### config.mk
export PLATFORM = sky130hd
export DESIGN_NAME = game_tick_ctrl
export DESIGN_NICKNAME = d
export VERILOG_FILES = /design/src/rtl/game_tick_ctrl.sv
export SDC_FILE = /design/constraint.sdc
export NUM_CORES = 1
export LEC_CHECK = 0
export ABC_AREA = 0
export BUFFER_PORTS_ARGS = -buffer_cell sky130_fd_sc_hd__buf_2
export CAP_MARGIN = 25
export CORE_MARGIN = 2
export CORE_UTILIZATION = 35
export DETAILED_ROUTE_END_ITERATION = 10
export SETUP_SLACK_MARGIN = 0.05
export SLEW_MARGIN = 20
export SYNTH_ARGS = -nofsm -noshare
export SYNTH_HDL_FRONTEND = slang
export SYNTH_SLANG_ARGS = --single-unit
### constraint.sdc
create_clock -name clk -period 2.81 [get_ports clk]
set_input_delay 0.843 -clock clk [delete_from_list [all_inputs] [get_ports clk]]
set_output_delay 0.843 -clock clk [all_outputs]
set_load 0.005 [all_outputs]
### src/rtl/game_tick_ctrl.sv
// game_tick_ctrl: shared prescaler feeding NCH divided tick channels,
// sequenced by an IDLE/RUN/PAUSE FSM. TICK_TOGGLE_EN adds tick_tgl.
module game_tick_ctrl #(
  parameter int CLK_DIV = 4999,
  parameter int PRE_W   = 20,
  parameter int NCH     = 4,
  parameter int DIV_W   = 8,
  parameter int DEF_DIV = 0
) (
  input  logic             clk,
  input  logic             rst_n,
  input  logic             start,
  input  logic             stop,
  input  logic             pause,
  input  logic             cfg_valid,
  output logic             cfg_ready,
  input  logic [2:0]       cfg_ch,
  input  logic [DIV_W-1:0] cfg_div,
  output logic             base_tick,
  output logic [NCH-1:0]   tick,
  output logic             running,
  output logic             paused
`ifdef TICK_TOGGLE_EN
  ,
  output logic [NCH-1:0]   tick_tgl
`endif
);

  typedef enum logic [1:0] {
    ST_IDLE  = 2'd0,
    ST_RUN   = 2'd1,
    ST_PAUSE = 2'd2
  } state_e;

  localparam logic [PRE_W-1:0] PRE_TC  = PRE_W'(CLK_DIV);
  localparam logic [DIV_W-1:0] DIV_RST = DIV_W'(DEF_DIV);

  state_e             state_q, state_d;
  logic               running_q, running_d;
  logic               paused_q, paused_d;
  logic [PRE_W-1:0]   pre_q, pre_d;
  logic               base_q, base_d;
  logic [NCH-1:0]     tick_q, tick_d;
  logic [DIV_W-1:0]   cnt_q [NCH];
  logic [DIV_W-1:0]   cnt_d [NCH];
  logic [DIV_W-1:0]   div_q [NCH];
  logic [DIV_W-1:0]   div_d [NCH];

  logic run_adv;
  logic to_idle;
  logic wrap;
  logic cfg_fire;

  // Config port only accepts writes while the counters are frozen.
  assign cfg_ready = (state_q != ST_RUN);
  assign cfg_fire  = cfg_valid & cfg_ready;

  assign base_tick = base_q;
  assign tick      = tick_q;
  assign running   = running_q;
  assign paused    = paused_q;

  // Next state: stop beats start beats pause.
  always_comb begin
    state_d = state_q;
    unique case (state_q)
      ST_IDLE: begin
        if (start && !stop) state_d = ST_RUN;
      end
      ST_RUN: begin
        if (stop)       state_d = ST_IDLE;
        else if (pause) state_d = ST_PAUSE;
      end
      ST_PAUSE: begin
        if (stop)        state_d = ST_IDLE;
        else if (!pause) state_d = ST_RUN;
      end
      default: state_d = ST_IDLE;
    endcase
    running_d = (state_d == ST_RUN);
    paused_d  = (state_d == ST_PAUSE);
  end

  // Counting happens only on cycles that stay in RUN, so a leaving
  // transition (stop or pause) never produces a pulse or loses a count.
  always_comb begin
    run_adv = (state_q == ST_RUN) && (state_d == ST_RUN);
    to_idle = (state_d == ST_IDLE) && (state_q != ST_IDLE);
    wrap    = run_adv && (pre_q == PRE_TC);
  end

  // Prescaler: wraps at CLK_DIV, cleared on entry to IDLE.
  always_comb begin
    pre_d  = pre_q;
    base_d = 1'b0;
    if (to_idle) begin
      pre_d = '0;
    end else if (run_adv) begin
      if (wrap) begin
        pre_d  = '0;
        base_d = 1'b1;
      end else begin
        pre_d = pre_q + PRE_W'(1);
      end
    end
  end

  // Channel counters advance on each wrap; config writes reload them.
  always_comb begin
    for (int c = 0; c < NCH; c++) begin
      cnt_d[c]  = cnt_q[c];
      div_d[c]  = div_q[c];
      tick_d[c] = 1'b0;
      if (to_idle) begin
        cnt_d[c] = '0;
      end else if (wrap) begin
        if (cnt_q[c] == div_q[c]) begin
          cnt_d[c]  = '0;
          tick_d[c] = 1'b1;
        end else begin
          cnt_d[c] = cnt_q[c] + DIV_W'(1);
        end
      end
      if (cfg_fire && (cfg_ch == 3'(c))) begin
        div_d[c] = cfg_div;
        cnt_d[c] = '0;
      end
    end
  end

  // State, prescaler and channel registers.
  always_ff @(posedge clk or negedge rst_n) begin
    if (!rst_n) begin
      state_q   <= ST_IDLE;
      running_q <= 1'b0;
      paused_q  <= 1'b0;
      pre_q     <= '0;
      base_q    <= 1'b0;
      tick_q    <= '0;
      for (int c = 0; c < NCH; c++) begin
        cnt_q[c] <= '0;
        div_q[c] <= DIV_RST;
      end
    end else begin
      state_q   <= state_d;
      running_q <= running_d;
      paused_q  <= paused_d;
      pre_q     <= pre_d;
      base_q    <= base_d;
      tick_q    <= tick_d;
      for (int c = 0; c < NCH; c++) begin
        cnt_q[c] <= cnt_d[c];
        div_q[c] <= div_d[c];
      end
    end
  end

`ifdef TICK_TOGGLE_EN
  logic [NCH-1:0] tgl_q, tgl_d;

  assign tick_tgl = tgl_q;

  // Square wave per channel, halved rate of its tick.
  always_comb begin
    tgl_d = tgl_q ^ tick_d;
    if (to_idle) tgl_d = '0;
  end

  // Toggle registers.
  always_ff @(posedge clk or negedge rst_n) begin
    if (!rst_n) tgl_q <= '0;
    else        tgl_q <= tgl_d;
  end
`endif

endmodule
Yosys cells after proc, flatten, opt, wreduce, memory -nomap -nowiden
Cells that the tools add are included.
{ "classes": {"mux": 40, "bitwise_logic": 1, "eq_ne": 13, "n_reduce_logical": 18, "addsub": 5} }
{ "ops": {"columns": ["op", "n"], "rows": [
  ["$mux 8", 16],
  ["$mux 20", 3],
  ["$add 8x1->8 const B", 4],
  ["$eq 8x8->1", 4],
  ["$add 20x1->20 const B", 1],
  ["$eq 20x13->1 const B", 1],
  ["$mux 1", 15],
  ["$reduce_bool 3->1", 4],
  ["$mux 2", 5],
  ["$logic_and 1x1->1", 8],
  ["$eq 3x2->1 const B", 2],
  ["$pmux 2 s3", 1],
  ["$eq 2x1->1 const B", 2],
  ["$eq 2x2->1 const B", 2],
  ["$logic_not 2->1", 2],
  ["$reduce_bool 2->1", 2],
  ["$eq 3x1->1 const B", 1],
  ["$logic_not 3->1", 1],
  ["$ne 2x1->1 const B", 1],
  ["$and 1x1->1", 1],
  ["$logic_not 1->1", 1]
]} }
{ "word_totals": {"elab_cells": 91, "register_bits": 93, "in_bits": 17} }

Longest topological paths before layout
{ "logic_depth": {"depth_word": 10, "ltp_mapped": 9, "mapped_depth_nobuf": 7} }

Worst setup path after synthesis
OpenSTA, ideal clock, no wires.
{ "synth_path": {"kind": "input to register", "startpoint": "input stop", "endpoint": "register cnt_q[11] (netlist bit)", "setup_slack_ns": -0.098, "t_arrival_ns": 2.843, "n_path_buf": 2, "required_ns": 2.745, "stages": 7, "cell_sequence": "clkbuf_1 > or4b_4 > or4_1 > or2_1 > buf_6 > a2111oi_0 > a21o_1"} }
{ "synth_via": {"elab_chain_cells": 8} }
{ "synth_rtl": {"columns": ["item", "line", "text"], "rows": [
  ["start, declared", "13", "input logic stop,"],
  ["$logic_not 1->1", "68", "if (start && !stop) state_d = ST_RUN;"],
  ["$logic_and 1x1->1", "68", null],
  ["$mux 2", "68", null],
  ["$pmux 2 s3 (*)", "66", "unique case (state_q)"],
  ["$eq 2x1->1 or $logic_not 2->1 (tied branches)", "87, 88", null],
  ["$logic_and 1x1->1, on equally long branches", "87, 88", null],
  ["$logic_and 1x1->1 or $mux 8 (tied branches)", "89, 114", null],
  ["$reduce_bool 3->1 (no line) or $mux 8 (tied branches)", null, null],
  ["end signal, assigned by index", "152", "cnt_q[c] <= cnt_d[c];"],
  ["end, declared", "44", "logic [DIV_W-1:0] cnt_q [NCH];"]
]} }
Every way passes the cells marked *; elsewhere a longest branch is shown, timed or not.
A chain may end at the register's enable or synchronous reset.

Worst setup path after layout
{ "layout_path": {"startpoint": "input stop", "endpoint": "register cnt_q[16] (netlist bit)"} }
Same word-level chain as after synthesis.

==> impl_metrics.yaml <==
routing:
  vias_per_cell: 5.23
  drt_iter0_drc: 247
  ant_nets: 0
  post_drt_wl_per_cell_um: 15.6
  drt-pass1-iter-count: 4
  drt_wl_total_mm: 10.9
  drc: 0
  via_count: 3663
worst_setup_path:
  critPathRequiredTime_ps: 3060
  criticalPathCategory: "input pin to flip-flop"
  arrival_ps: 2760
  crit_path_max_fanout: 16
  regToRegStartpoint: "pre_q[15]"
  critPathLaunch: "stop"
  worstSetupEndpointType: "flip-flop"
  start_kind: "input pin"
synthesis:
  ys_seq_elements: 93
  ys_async_sr_fraction: 1.00
  synth_xor_area_frac: 0.107
  synth_top_family_by_area: "simple AND/OR/NAND/NOR gates"
  synth.distinct_cells: 43
  syn_avg_cell_area_sq_um: 10.0
  ys_seq_area_frac: 0.488
  synthesis.nets: 498
  postSynthCellCount: 476
  yosys_most_used_dff: "dfrtp_1"
  ys_warn_count: 0
  syn_area_sq_um: 4770
  synth-edff-count: 0
  synth_compound_area_frac: 0.0798
  synthAdderAreaFrac: 0.0131
  synth.area.mux_share: 0.0588
  yosys.area_share.simple: 0.231
floorplan:
  design.die.area_sq_um: 14600
  die_x_um: 121
  coreArea_sq_um: 13300
  rows: 42
  start_util: 0.359
  io_pins: 25
  die_h_um: 121
timing:
  layout_min_cycle_time_ps: 2520
  period_share: 0.896
  clock.fmax_ghz: 0.397
  maxSlewViolCount: 0
  fin_skew_ps: 6.71
  worst_slew_pin_slew_ps: 725
  setup_viol: 0
  relSlewSlack: 0.515
  rsz0062_at_grt: "no"
  finalHoldViolCount: 0
cts:
  cts_root_buffer: "clkbuf_16"
  cts_buffer_depth: 2
  ctsHoldBuffers: 0
  cts_resized: 0
  clk_latency_ps: 340
  clk_pin_slew_ps: 70
  cts_tree: "built"
  cts_made_buffers: 9
  post_cts.repair.setup_buffers: 0
  clock-sinks: 93
  htreeDepth: 3
global_route:
  grt_pass1_wl_mm: 18.6
  grtUsageTotal: 0.163
  grt_max_degree: 43
  antenna_found_initial: 0
  first_global_vias: 3691
  grt-ovfl-total: 0
outcome:
  status: "completed"
final_layout:
  n_antenna_cell: 0
  final_cells: 701
  multi_input_comb_area_sq_um: 2370
  utilization: 0.423
  area_delta_synth_final_pct: 18.0
  final_cell_mix: "93 x dfrtp_1, 51 x nand2_1, 50 x xor2_1"
  drive_gt1_frac: 0.192
  n_fill_cell: 1269
  regArea_sq_um: 2330
  final_common_cell: "dfrtp_1"
  fin_nets: 542
power:
  p_sw_frac: 0.247
  p_seq_frac: 0.483
  p_sw_mw: 0.799
  peakVddDrop_mv: 0.300
  powerDensity_nw_per_um2: 574
  clock_power_share: 0.405
  p_leak_nw: 2.64
  combinationalPowerShare: 0.112
  p_int_mw: 2.43
place:
  port_buffers: 24
  dpl.cell_count: 684
  gp_congestion: 0.785
  hpwl_mm: 7.75
min_path:
  hp-class: "input pin to async pin"
job:
  maxCapViolCount: 0
cell type report:
| class | instances | area share |
|---|---|---|
| Multi-Input combinational cell | 362 | 0.422 |
| Clock inverter | 6 | 0.0167 |
| Inverter | 3 | 0.00334 |
| Sequential cell | 93 | 0.414 |
| Clock buffer | 10 | 0.0407 |
| Timing Repair Buffer | 51 | 0.0641 |
| Tap cell | 176 | 0.0392 |
cells by family after synthesis:
group,Yosys count
AND/OR/NAND/NOR,219
flip-flops,93
XOR/XNOR,58
AO/OA/AOI/OAI,55
multiplexers,25
buffers and inverters,21
adder cells (fa/ha/maj),5
cell usage after synthesis (all sizes together) (5+ instances only):
cell | count | area share
nor2b | 8 | 0.010
nand4 | 9 | 0.012
nor2 | 46 | 0.036
a21oi | 19 | 0.020
dfrtp | 93 | 0.49
mux2 | 24 | 0.057
nor4 | 12 | 0.016
xnor2 | 8 | 0.015
and3 | 9 | 0.012
xor2 | 50 | 0.092
ha | 5 | 0.013
clkbuf | 9 | 0.0071
nand2 | 51 | 0.040
and2 | 12 | 0.016
nand3 | 38 | 0.040
nor3 | 9 | 0.0094
buf | 9 | 0.012
o211ai | 14 | 0.022
path summary, 6_finish.rpt:
check / endpoint / slack [ps] / depth (start not counted)
max: cnt_q[16] / 290 / 8
min: tick[3] / 450 / 1
max reg2reg: cnt_q[16] / 360 / 7
min reg2reg: div_q[2] / 510 / 2
max in group asynchronous: pre_q[15] / 1720 / 2
min in group clk: div_q[2] / 510 / 2
power groups by stage:
stage	clock network [mW]	registers (mW)	logic (mW)
6_report	1.31	1.56	0.362
4_1_cts	1.36	1.56	0.368
3_5_place_dp	0	1.58	0.368
2_1_floorplan	0	1.55	0.249
5_1_grt	1.41	1.57	0.410
3_3_place_gp	0	1.58	0.353
per-layer routing:
metal	vias to the layer above	part of all wire	track usage
li1	1771	-	-
met3	14	0.037	0.0363
met5	-	0	0
met1	1809	0.48	0.222
met2	69	0.47	0.258
met4	0	0.018	0.0545
worst max-delay path: stages:
cell	delay [ps]
buf_2	110
or4b_4	510
or4_1	390
or2_1	250
buf_12	160
inv_8	120
nand3_1	140
o31ai_1	230
registers in the layout (all words and copies together), names as in the netlist:
| signal | cells |
|---|---|
| cnt_q | 32 |
| div_q | 32 |
| pre_q | 20 |
| tick | 4 |
| state_q | 2 |
| base_tick | 1 |
| paused | 1 |
| running | 1 |
stage by stage:
stage	total power, mW	hold slack [ps]	worst slack (ps)	TNS (ps)	instance area, sq um
floorplan	1.80	465	67.2	0	4820
global placement	1.93	479	-16.7	-71.4	5300
detailed placement	1.95	490	-60.2	-561	5300
CTS	3.29	451	307	0	5620
global route	3.39	466	220	0	5620
finish	3.23	450	292	0	5620
No activity file was read; power rests on OpenSTA's default activity.
